<file path="config.mk">
export PLATFORM = sky130hd
export DESIGN_NAME = reset_supervisor
export DESIGN_NICKNAME = d
export VERILOG_FILES = /design/src/rtl/reset_supervisor.sv
export SDC_FILE = /design/constraint.sdc
export NUM_CORES = 1
export LEC_CHECK = 0
export BUFFER_PORTS_ARGS = -buffer_cell sky130_fd_sc_hd__buf_2
export CORE_ASPECT_RATIO = 1.4
export CORE_MARGIN = 3
export CORE_UTILIZATION = 53
export DETAILED_ROUTE_END_ITERATION = 10
export PLACE_DENSITY_LB_ADDON = 0.1
export SLEW_MARGIN = 20
export SYNTH_ARGS = -nofsm -noshare
export SYNTH_HDL_FRONTEND = slang
export SYNTH_SLANG_ARGS = --single-unit
</file>
<file path="constraint.sdc">
create_clock -name clk -period 3.8 [get_ports clk]
set_input_delay 0.19 -clock clk [delete_from_list [all_inputs] [get_ports clk]]
set_output_delay 0.19 -clock clk [all_outputs]
set_load 0.01 [all_outputs]
</file>
<file path="src/rtl/reset_supervisor.sv">
// Reset and fault supervisor: stretches and synchronises the button reset
// into the system, watches trap and a software watchdog, and halts or
// restarts the system on a fault while reporting status.
module reset_supervisor #(
   parameter int RESET_CYCLES = 16,
   parameter int WDT_CYCLES   = 2000000,
   parameter int TRAP_HOLD    = 1000000,
   parameter int AUTORESTART  = 1,
   parameter int BLINK_CYCLES = 250000
) (
   input  logic       clk,
   input  logic       power_on_reset,
   input  logic       trap,
   input  logic       wdt_kick,
   output logic       sys_reset,
   output logic       halted,
   output logic       status_led,
   output logic [7:0] trap_count,
   output logic [1:0] last_cause
);

   localparam int RW = (RESET_CYCLES > 1) ? $clog2(RESET_CYCLES) : 1;
   localparam int WW = (WDT_CYCLES   > 1) ? $clog2(WDT_CYCLES)   : 1;
   localparam int HW = (TRAP_HOLD    > 1) ? $clog2(TRAP_HOLD)    : 1;
   localparam int BW = (BLINK_CYCLES > 1) ? $clog2(BLINK_CYCLES) : 1;

   localparam logic [RW-1:0] RST_LAST   = RW'(RESET_CYCLES - 1);
   localparam logic [WW-1:0] WDT_LAST   = WW'(WDT_CYCLES - 1);
   localparam logic [HW-1:0] HOLD_LAST  = HW'(TRAP_HOLD - 1);
   localparam logic [BW-1:0] BLINK_LAST = BW'(BLINK_CYCLES - 1);
   localparam bit            WDT_EN     = (WDT_CYCLES != 0);
   localparam bit            AUTO_EN    = (AUTORESTART != 0);

   localparam logic [1:0] CAUSE_POR  = 2'b01;
   localparam logic [1:0] CAUSE_TRAP = 2'b10;
   localparam logic [1:0] CAUSE_WDT  = 2'b11;

   typedef enum logic [1:0] {ST_RESET, ST_RUN, ST_TRAPPED} state_t;

   state_t          state, state_d;
   logic [1:0]      sync;
   logic [RW-1:0]   rst_cnt, rst_cnt_d;
   logic [WW-1:0]   wdt_cnt, wdt_cnt_d;
   logic [HW-1:0]   hold_cnt, hold_cnt_d;
   logic [BW-1:0]   blink_cnt, blink_cnt_d;
   logic            sys_reset_d, halted_d, led_d;
   logic [7:0]      trap_count_d;
   logic [1:0]      last_cause_d;

   // State register, counters and registered outputs; button reset is async
   always_ff @(posedge clk or posedge power_on_reset) begin
      if (power_on_reset) begin
         state      <= ST_RESET;
         sync       <= 2'b00;
         rst_cnt    <= '0;
         wdt_cnt    <= '0;
         hold_cnt   <= '0;
         blink_cnt  <= '0;
         sys_reset  <= 1'b1;
         halted     <= 1'b0;
         status_led <= 1'b0;
         trap_count <= 8'd0;
         last_cause <= CAUSE_POR;
      end else begin
         state      <= state_d;
         sync       <= {sync[0], 1'b1};
         rst_cnt    <= rst_cnt_d;
         wdt_cnt    <= wdt_cnt_d;
         hold_cnt   <= hold_cnt_d;
         blink_cnt  <= blink_cnt_d;
         sys_reset  <= sys_reset_d;
         halted     <= halted_d;
         status_led <= led_d;
         trap_count <= trap_count_d;
         last_cause <= last_cause_d;
      end
   end

   // Next state, counter updates and next output values
   always_comb begin
      state_d      = state;
      rst_cnt_d    = rst_cnt;
      wdt_cnt_d    = wdt_cnt;
      hold_cnt_d   = hold_cnt;
      blink_cnt_d  = blink_cnt;
      led_d        = status_led;
      trap_count_d = trap_count;
      last_cause_d = last_cause;

      case (state)
         ST_RESET: begin
            // internal re-entries find sync already at 1, so only the
            // power-on path pays the two synchroniser cycles
            if (sync[1]) begin
               if (rst_cnt == RST_LAST) state_d = ST_RUN;
               else                     rst_cnt_d = rst_cnt + 1'b1;
            end
         end
         ST_RUN: begin
            // trap outranks expiry; a kick in the expiry cycle cancels it
            if (trap) begin
               state_d      = ST_TRAPPED;
               last_cause_d = CAUSE_TRAP;
               if (trap_count != 8'hff) trap_count_d = trap_count + 8'd1;
            end else if (wdt_kick) begin
               wdt_cnt_d = '0;
            end else if (WDT_EN) begin
               if (wdt_cnt == WDT_LAST) begin
                  state_d      = ST_RESET;
                  last_cause_d = CAUSE_WDT;
               end else begin
                  wdt_cnt_d = wdt_cnt + 1'b1;
               end
            end
         end
         ST_TRAPPED: begin
            if (blink_cnt == BLINK_LAST) begin
               blink_cnt_d = '0;
               led_d       = ~status_led;
            end else begin
               blink_cnt_d = blink_cnt + 1'b1;
            end
            // hold counter parks at its last value when auto-restart is off
            if (hold_cnt == HOLD_LAST) begin
               if (AUTO_EN) state_d = ST_RESET;
            end else begin
               hold_cnt_d = hold_cnt + 1'b1;
            end
         end
         default: state_d = ST_RESET;
      endcase

      // every state entry starts all counters from zero
      if (state_d != state) begin
         rst_cnt_d   = '0;
         wdt_cnt_d   = '0;
         hold_cnt_d  = '0;
         blink_cnt_d = '0;
      end

      sys_reset_d = (state_d == ST_RESET);
      halted_d    = (state_d == ST_TRAPPED);
      case (state_d)
         ST_RESET:   led_d = 1'b0;
         ST_RUN:     led_d = 1'b1;
         ST_TRAPPED: if (state != ST_TRAPPED) led_d = 1'b1;
         default:    led_d = 1'b0;
      endcase
   end

endmodule

</file>
== Word-level counts from Yosys, hierarchy flattened ==
Index checks and enable logic that the tools add are counted.

* Word-level logic and storage cells: 77
* Memory bits (read-only): 0
* Latch bits: 0
* Register bits: 80
* Output and inout bits: 13
* Memory bits (writable): 0
* Memories kept: 0

* Div/mod/pow operators: 0
* Equal/unequal tests: 18
* Magnitude comparators: 0
* Add/subtract/negate cells: 5
* Bitwise logic cells: 1
* $mul: 0
* Multiplexer cells: 29
* Reductions and logical operators: 13
* Shifts and indexed selects: 0

{| class="wikitable"
|+ Operator list
! kind !! count
|-
| 21-bit two-way mux || 5
|-
| 20-bit two-way mux || 3
|-
| 18-bit two-way mux || 3
|-
| 21-bit by 1-bit adder with 21-bit output, second input constant || 1
|-
| 21-bit equality test, second input constant || 1
|-
| 20-bit by 1-bit adder with 20-bit output, second input constant || 1
|-
| 20-bit equality test, second input constant || 1
|-
| 18-bit by 1-bit adder with 18-bit output, second input constant || 1
|-
| 18-bit equality test, second input constant || 1
|-
| 2-bit two-way mux || 9
|-
| 4-bit two-way mux || 4
|-
| 3-bit AND reduction || 4
|-
| 2-bit nonzero test || 5
|-
| 8-bit by 1-bit adder with 8-bit output, second input constant || 1
|-
| 8-bit != test, second input constant || 1
|-
| 2-bit by 1-bit != test with 1-bit output, second input constant || 3
|-
| 3-bit by 1-bit != test with 1-bit output, second input constant || 2
|-
| 2-bit one-hot mux with 3 select lines || 1
|-
| 4-bit by 1-bit adder with 4-bit output, second input constant || 1
|-
| 2-bit by 1-bit equality test with 1-bit output, second input constant || 2
|-
| 2-bit equality test, second input constant || 2
|-
| 4-bit equality test, second input constant || 1
|-
| 2-bit zero test || 2
|-
| 2-bit != test, second input constant || 2
|-
| other kinds (6) || 9
|}

== Longest topological paths before layout ==
* Word-level depth: 8
* Mapped depth: 11

== Worst setup path before layout ==
OpenSTA, ideal clock, no wires.

* Kind: register -> register
* Start point: reg hold_cnt[0]
* End point: reg status_led
* Buffers on the path: 1
* Arrival: 2.075 ns
* Slack: 1.599 ns
* Required time: 3.673 ns
* Setup time: 0.127 ns
* Stages on the path, launching flop included: 11
* Cell sequence: dfrtp_1 ha_1 and3_1 nand4_1 o31a_1 clkbuf_1 a21oi_1 inv_1 ha_1 o211ai_1 o21ai_1

* Cells in the longest elaborated chain, start to end: 6
* Elaborated cells between the ends (all ways): 9

{| class="wikitable"
|+ RTL lines
! item !! RTL line !! source
|-
| from (decl) || 44 || <nowiki>logic [HW-1:0] hold_cnt, hold_cnt_d;</nowiki>
|-
| from (signal assigned) || 69 || <nowiki>hold_cnt <= hold_cnt_d;</nowiki>
|-
| 20-bit equality test * || 124 || <nowiki>if (hold_cnt == HOLD_LAST) begin</nowiki>
|-
| 2-bit two-way mux * || 124 ||
|-
| 2-bit one-hot mux with 3 select lines * || 90 || <nowiki>case (state)</nowiki>
|-
| named net state_d[1] || 40 || <nowiki>state_t state, state_d;</nowiki>
|-
| 2-bit equality test * || n/a ||
|-
| named net halted_d || 46 || <nowiki>logic sys_reset_d, halted_d, led_d;</nowiki>
|-
| 3-bit by 1-bit != test with 1-bit output (no line) || n/a ||
|-
| 2-bit AND reduction (no line) || n/a ||
|-
| to (signal assigned) || 73 || <nowiki>status_led <= led_d;</nowiki>
|-
| to (decl) || 17 || <nowiki>output logic status_led,</nowiki>
|}

Mark *: on every way through the listed nets, which the timed path passes. The rest lies on a longest branch.
A chain may end at the register's enable or synchronous reset.

== Final worst setup path ==
* Start point: reg wdt_cnt[0]
* End point: reg hold_cnt[7]

* Cells in the longest elaborated chain, start to end: 8
* Elaborated cells between the ends (all ways): 10

{| class="wikitable"
|+ RTL lines
! item !! RTL line !! source
|-
| from (decl) || 43 || <nowiki>logic [WW-1:0] wdt_cnt, wdt_cnt_d;</nowiki>
|-
| from (signal assigned) || 68 || <nowiki>wdt_cnt <= wdt_cnt_d;</nowiki>
|-
| 21-bit equality test * || 108 || <nowiki>if (wdt_cnt == WDT_LAST) begin</nowiki>
|-
| 2-bit two-way mux * || 108 ||
|-
| 2-bit two-way mux * || 105 || <nowiki>end else if (wdt_kick) begin</nowiki>
|-
| 2-bit two-way mux * || 101 || <nowiki>if (trap) begin</nowiki>
|-
| 2-bit one-hot mux with 3 select lines * || 90 ||
|-
| 2-bit != test * || 134 || <nowiki>if (state_d != state) begin</nowiki>
|-
| 2-bit by 1-bit != test with 1-bit output (no line) / 2-bit nonzero test (equally long branches) || n/a ||
|-
| 2-bit AND reduction (no line) || n/a ||
|}

Every way passes the cells marked *; elsewhere a longest branch is shown, timed or not.

==> metrics.txt <==
# TYPE chip_impl_metric gauge
chip_impl_info{name="run_status",value="finished, violations left"} 1
chip_impl_info{name="failing_checks",value="negative hold slack"} 1
chip_impl_metric{name="number_of_enable_flip_flop_cells_after_synthesis",unit=""} 0
chip_impl_metric{name="worst_path_largest_cell_delay",unit="ps"} 560
chip_impl_metric{name="dieWidth",unit="um"} 81.8
chip_impl_metric{name="route.detailed.drc",unit=""} 0
chip_impl_info{name="clockRootBuffer",value="sky130_fd_sc_hd__clkbuf_8"} 1
chip_impl_metric{name="total_of_buffers_placed_on_input_and_output_ports",unit=""} 16
chip_impl_metric{name="totalNegativeSetupSlack",unit="ps"} 0
chip_impl_metric{name="core_area",unit="um^2"} 7800
chip_impl_metric{name="post-dp-hpwl",unit="um"} 6130
chip_impl_metric{name="tightest_slew",unit="ps"} 764
chip_impl_metric{name="boundaryPins",unit=""} 17
chip_impl_metric{name="max_freq",unit="MHz"} 370
chip_impl_info{name="critical_path.slowest_cell",value="sky130_fd_sc_hd__o21ai_4"} 1
chip_impl_metric{name="vias",unit=""} 3514
chip_impl_metric{name="hold_fix_buffers_at_cts",unit=""} 0
chip_impl_metric{name="synthesis.area",unit="um^2"} 4260
chip_impl_metric{name="intPower",unit="W"} 0.00157
chip_impl_metric{name="final.fill_count",unit=""} 701
chip_impl_metric{name="slew_violations",unit=""} 0
chip_impl_info{name="most_area_consuming_cells_after_synthesis",value="sky130_fd_sc_hd__dfrtp_1 46%, sky130_fd_sc_hd__nor2_1 5.5%, sky130_fd_sc_hd__a21oi_1 5.0%, sky130_fd_sc_hd__nand3_1 4.0%, sky130_fd_sc_hd__xnor2_1 3.3%"} 1
chip_impl_metric{name="async_flop_share",unit="%"} 100
chip_impl_metric{name="placed_area",unit="um^2"} 4440
chip_impl_info{name="synth_most_common_cell",value="sky130_fd_sc_hd__dfrtp_1"} 1
chip_impl_metric{name="wire_per_inst",unit="um"} 15.7
chip_impl_metric{name="final_hold_violations",unit=""} 36
chip_impl_metric{name="drt-pass1-iter-count",unit=""} 6
chip_impl_metric{name="period_minus_slack",unit="ps"} 2700
chip_impl_metric{name="n_antenna_cell",unit=""} 0
chip_impl_metric{name="report.final.setup_viol",unit=""} 0
chip_impl_metric{name="power.density",unit="nW/um^2"} 493
chip_impl_metric{name="instances_no_fill",unit=""} 586
chip_impl_metric{name="fin_area",unit="um^2"} 4670
chip_impl_metric{name="grtUsageTotal",unit="%"} 21.7
chip_impl_info{name="cp-end-kind",value="register"} 1
chip_impl_metric{name="die_area",unit="um^2"} 9170
chip_impl_metric{name="leakagePower",unit="nW"} 1.97
chip_impl_metric{name="rr_worst_depth",unit=""} 8
chip_impl_metric{name="syn_inst",unit=""} 468
chip_impl_metric{name="grt.met3_usage",unit="%"} 4.49
chip_impl_metric{name="pre_cts_setup_slack",unit="ps"} 1080
chip_impl_metric{name="power_switching",unit="W"} 0.000730
chip_impl_metric{name="clock_insertion_delay_at_the_later_pin_of_the_skew_report",unit="ps"} 360
chip_impl_metric{name="place_inst",unit=""} 570
chip_impl_metric{name="timing.final.crit_share",unit="%"} 71.2
chip_impl_metric{name="synth_top_area_share",unit="%"} 45.8
chip_impl_metric{name="initial_cell_density_of_the_core",unit="%"} 54.7
chip_impl_metric{name="cts_setup_buffers",unit=""} 0
chip_impl_metric{name="cp.required",unit="ps"} 4030
chip_impl_metric{name="finalWeightedCongestion",unit=""} 0.835
chip_impl_metric{name="syn_avg_cell_area",unit="um^2"} 9.11
chip_impl_metric{name="layout-drive-gt1-share",unit="%"} 9.05
chip_impl_metric{name="combinationalPowerShare",unit="%"} 21.4
chip_impl_metric{name="finish.net_count",unit=""} 493
chip_impl_metric{name="post-route-worst-setup-slack",unit="ps"} 1100
chip_impl_metric{name="globalRouteMet2Util",unit="%"} 36.7
chip_impl_metric{name="via_count_of_the_first_global_routing_pass",unit=""} 3415
chip_impl_metric{name="peak_vdd_ir",unit="mV"} 0.314
chip_impl_info{name="min-delay-path-class",value="in2async"} 1
chip_impl_info{name="netlist.top_cell.by_area",value="sky130_fd_sc_hd__dfrtp_1"} 1
chip_impl_metric{name="clock_tree.buffer_depth",unit=""} 2
chip_impl_metric{name="reg2reg_slack",unit="ps"} 1100
chip_impl_metric{name="maximum_capacitance_violations",unit=""} 0
chip_impl_metric{name="fraction_of_power_consumed_by_sequential_logic",unit="%"} 47.3
chip_impl_metric{name="num_rows",unit=""} 38
chip_impl_info{name="tritoncts",value="done"} 1
chip_impl_metric{name="htree_num_levels",unit=""} 3
chip_impl_metric{name="clk_pin_slew",unit="ps"} 80
chip_impl_metric{name="synth_sequential_area_ratio",unit="%"} 47.0
chip_impl_metric{name="globalRouteMet1Util",unit="%"} 26.5
chip_impl_info{name="rsz0062_at_grt",value="no"} 1
chip_impl_metric{name="finalWirelength",unit="um"} 9180
chip_impl_info{name="critPathKind",value="reg2reg"} 1
chip_impl_metric{name="yosys_warnings",unit=""} 0
chip_impl_metric{name="final_antenna_net_count",unit=""} 0
chip_impl_metric{name="grt_pass1_wl",unit="um"} 15700
chip_impl_info{name="worstSetupStartpointType",value="register"} 1
chip_impl_metric{name="cp_data_arrival_time",unit="ps"} 2940
chip_impl_metric{name="clock_power_share",unit="%"} 31.3
chip_impl_info{name="global_route.peak_usage_layer",value="met2"} 1
chip_impl_metric{name="critical_path.max_fanout",unit=""} 41
chip_impl_metric{name="max_slew_margin",unit="%"} 49.1
chip_impl_metric{name="synthDistinctLibCells",unit=""} 47
chip_impl_info{name="synth_ff_type",value="sky130_fd_sc_hd__dfrtp_1"} 1
chip_impl_info{name="crit_path_cell_trace",value="ha_1 > nand3_1 > nor4_1 > and2_1 > nor3_1 > o21ai_4 > buf_12 > nor2_1"} 1
chip_impl_metric{name="dr.first_iter.drc_count",unit=""} 196
chip_impl_metric{name="area_growth",unit="%"} 9.60
chip_impl_metric{name="fp.dieH",unit="um"} 112
chip_impl_metric{name="fin_worst_hold_slack",unit="ps"} -38.7
chip_impl_metric{name="cts_inserted_buffers",unit=""} 9
chip_impl_metric{name="postSynthRegisterBits",unit=""} 80
chip_impl_metric{name="grt_antenna_before_repair",unit=""} 0
chip_impl_metric{name="tritoncts_num_sinks",unit=""} 80
chip_impl_info{name="r2r_start",value="wdt_cnt[0]"} 1
chip_impl_metric{name="post_drt_via_cell_ratio",unit=""} 6.00
chip_impl_metric{name="power_switching_share",unit="%"} 31.7
chip_impl_metric{name="fin_skew",unit="ps"} 14.5
chip_impl_metric{name="grt_max_degree",unit=""} 61
chip_impl_metric{name="synth_fp_nets",unit=""} 480
chip_impl_metric{name="grt_overflow",unit=""} 0
chip_impl_metric{name="cts_resized",unit=""} 0
chip_impl_info{name="synth_commonest_cells",value="78 x sky130_fd_sc_hd__dfrtp_1, 63 x sky130_fd_sc_hd__nor2_1, 43 x sky130_fd_sc_hd__a21oi_1"} 1
chip_impl_info{name="worstReg2RegEnd",value="hold_cnt[7]"} 1
==> worst max-delay path by stage <==
stage | to | slack [ps] | cells after the start | start
6_report | hold_cnt[7] | 1100 | 8 | wdt_cnt[0]
5_1_grt | hold_cnt[10] | 810 | 8 | wdt_cnt[0]
4_1_cts | hold_cnt[10] | 1070 | 8 | wdt_cnt[0]
3_5_place_dp | hold_cnt[2] | 1080 | 8 | wdt_cnt[0]
3_3_place_gp | wdt_cnt[11] | 1150 | 8 | wdt_cnt[0]
2_1_floorplan | blink_cnt[0] | 1560 | 1 | power_on_reset
==> layer usage <==
metal  share of wire, %  vias to the layer above  routed length (um)
met2                 51                       73                4680
met5                  0                        -                   0
met4                2.1                        0                 189
li1                   -                     1698                   -
met3                3.3                       16                 307
met1                 44                     1727                4000
==> sequential cells by signal (all words and copies together), names as in the netlist <==
name / cells
last_cause: 2
sync: 2
state: 2
sys_reset: 1
status_led: 1
blink_cnt: 18
wdt_cnt: 21
rst_cnt: 4
trap_count: 8
hold_cnt: 20
halted: 1
==> cells by family after synthesis <==
kind of cell,count (synthesis),synth area share (%)
and+or+nand+nor,229,28.9
AOI/OAI and AO/OA,91,12.0
DFF,80,47.0
xor gates and xnor gates,31,6.37
buffers and inverters,25,2.50
adders and majority gates,8,2.35
muxes,3,0.734
other,1,0.0880
==> stage by stage <==
| stage | power, W | utilization, % |
|---|---|---|
| 6_report | 0.00230 | 59.9 |
| 2_1_floorplan | 0.00145 | - |
| 4_1_cts | 0.00233 | 59.9 |
| 3_3_place_gp | 0.00159 | 56.9 |
| 5_1_grt | 0.00245 | 59.9 |
| 3_5_place_dp | 0.00160 | 56.9 |
==> cells in the final DEF (no fill, tap or decap), types with 2 or more instances in the layout <==
master	instances
sky130_fd_sc_hd__o21ai_0	26
sky130_fd_sc_hd__xnor2_1	16
sky130_fd_sc_hd__nor3b_1	4
sky130_fd_sc_hd__a311oi_1	2
sky130_fd_sc_hd__nor2_1	63
sky130_fd_sc_hd__a31oi_1	8
sky130_fd_sc_hd__nand3_1	34
sky130_fd_sc_hd__and4_1	8
sky130_fd_sc_hd__clkbuf_8	11
sky130_fd_sc_hd__nor2b_1	8
sky130_fd_sc_hd__bufinv_16	2
sky130_fd_sc_hd__nand2_1	25
sky130_fd_sc_hd__nand2b_1	8
sky130_fd_sc_hd__a21oi_1	43
sky130_fd_sc_hd__nor3_1	8
sky130_fd_sc_hd__inv_1	6
sky130_fd_sc_hd__mux2i_1	2
sky130_fd_sc_hd__nand4b_1	5
sky130_fd_sc_hd__dfrtp_1	78
sky130_fd_sc_hd__and3_1	12
sky130_fd_sc_hd__and2_1	5
sky130_fd_sc_hd__or3_1	16
sky130_fd_sc_hd__nand4_1	11
sky130_fd_sc_hd__buf_4	3
sky130_fd_sc_hd__nor4_1	6
sky130_fd_sc_hd__xor2_1	15
sky130_fd_sc_hd__ha_1	8
sky130_fd_sc_hd__dfstp_2	2
sky130_fd_sc_hd__nor4b_1	3
sky130_fd_sc_hd__buf_2	16
sky130_fd_sc_hd__nand3b_1	8
sky130_fd_sc_hd__a22oi_1	2
==> power by group through the flow <==
stage	Combinational, W	Sequential, W	Clock, W
2_1_floorplan	0.000355	0.00109	0
3_3_place_gp	0.000486	0.00110	0
3_5_place_dp	0.000499	0.00111	0
4_1_cts	0.000502	0.00109	0.000736
5_1_grt	0.000560	0.00111	0.000778
6_report	0.000492	0.00109	0.000720
==> final cells by class <==
class	count	area, um^2	area share (%)
tap	100	125	2.68
clock inverter	4	76.3	1.63
sequential	80	2000	42.9
timing repair buffer	20	123	2.63
inverter	7	28.8	0.616
multi-input combinational	363	2160	46.2
clock buffer	12	155	3.32
==> worst max-delay path: cells and delay by family (launching register included) <==
family          cells  cell delay, ps
simple gates        5            1080
compound gates      1             560
flops               1             410
buf+inv             1             290
fa+ha+maj           1             220
(Power assumes the default switching activity.)
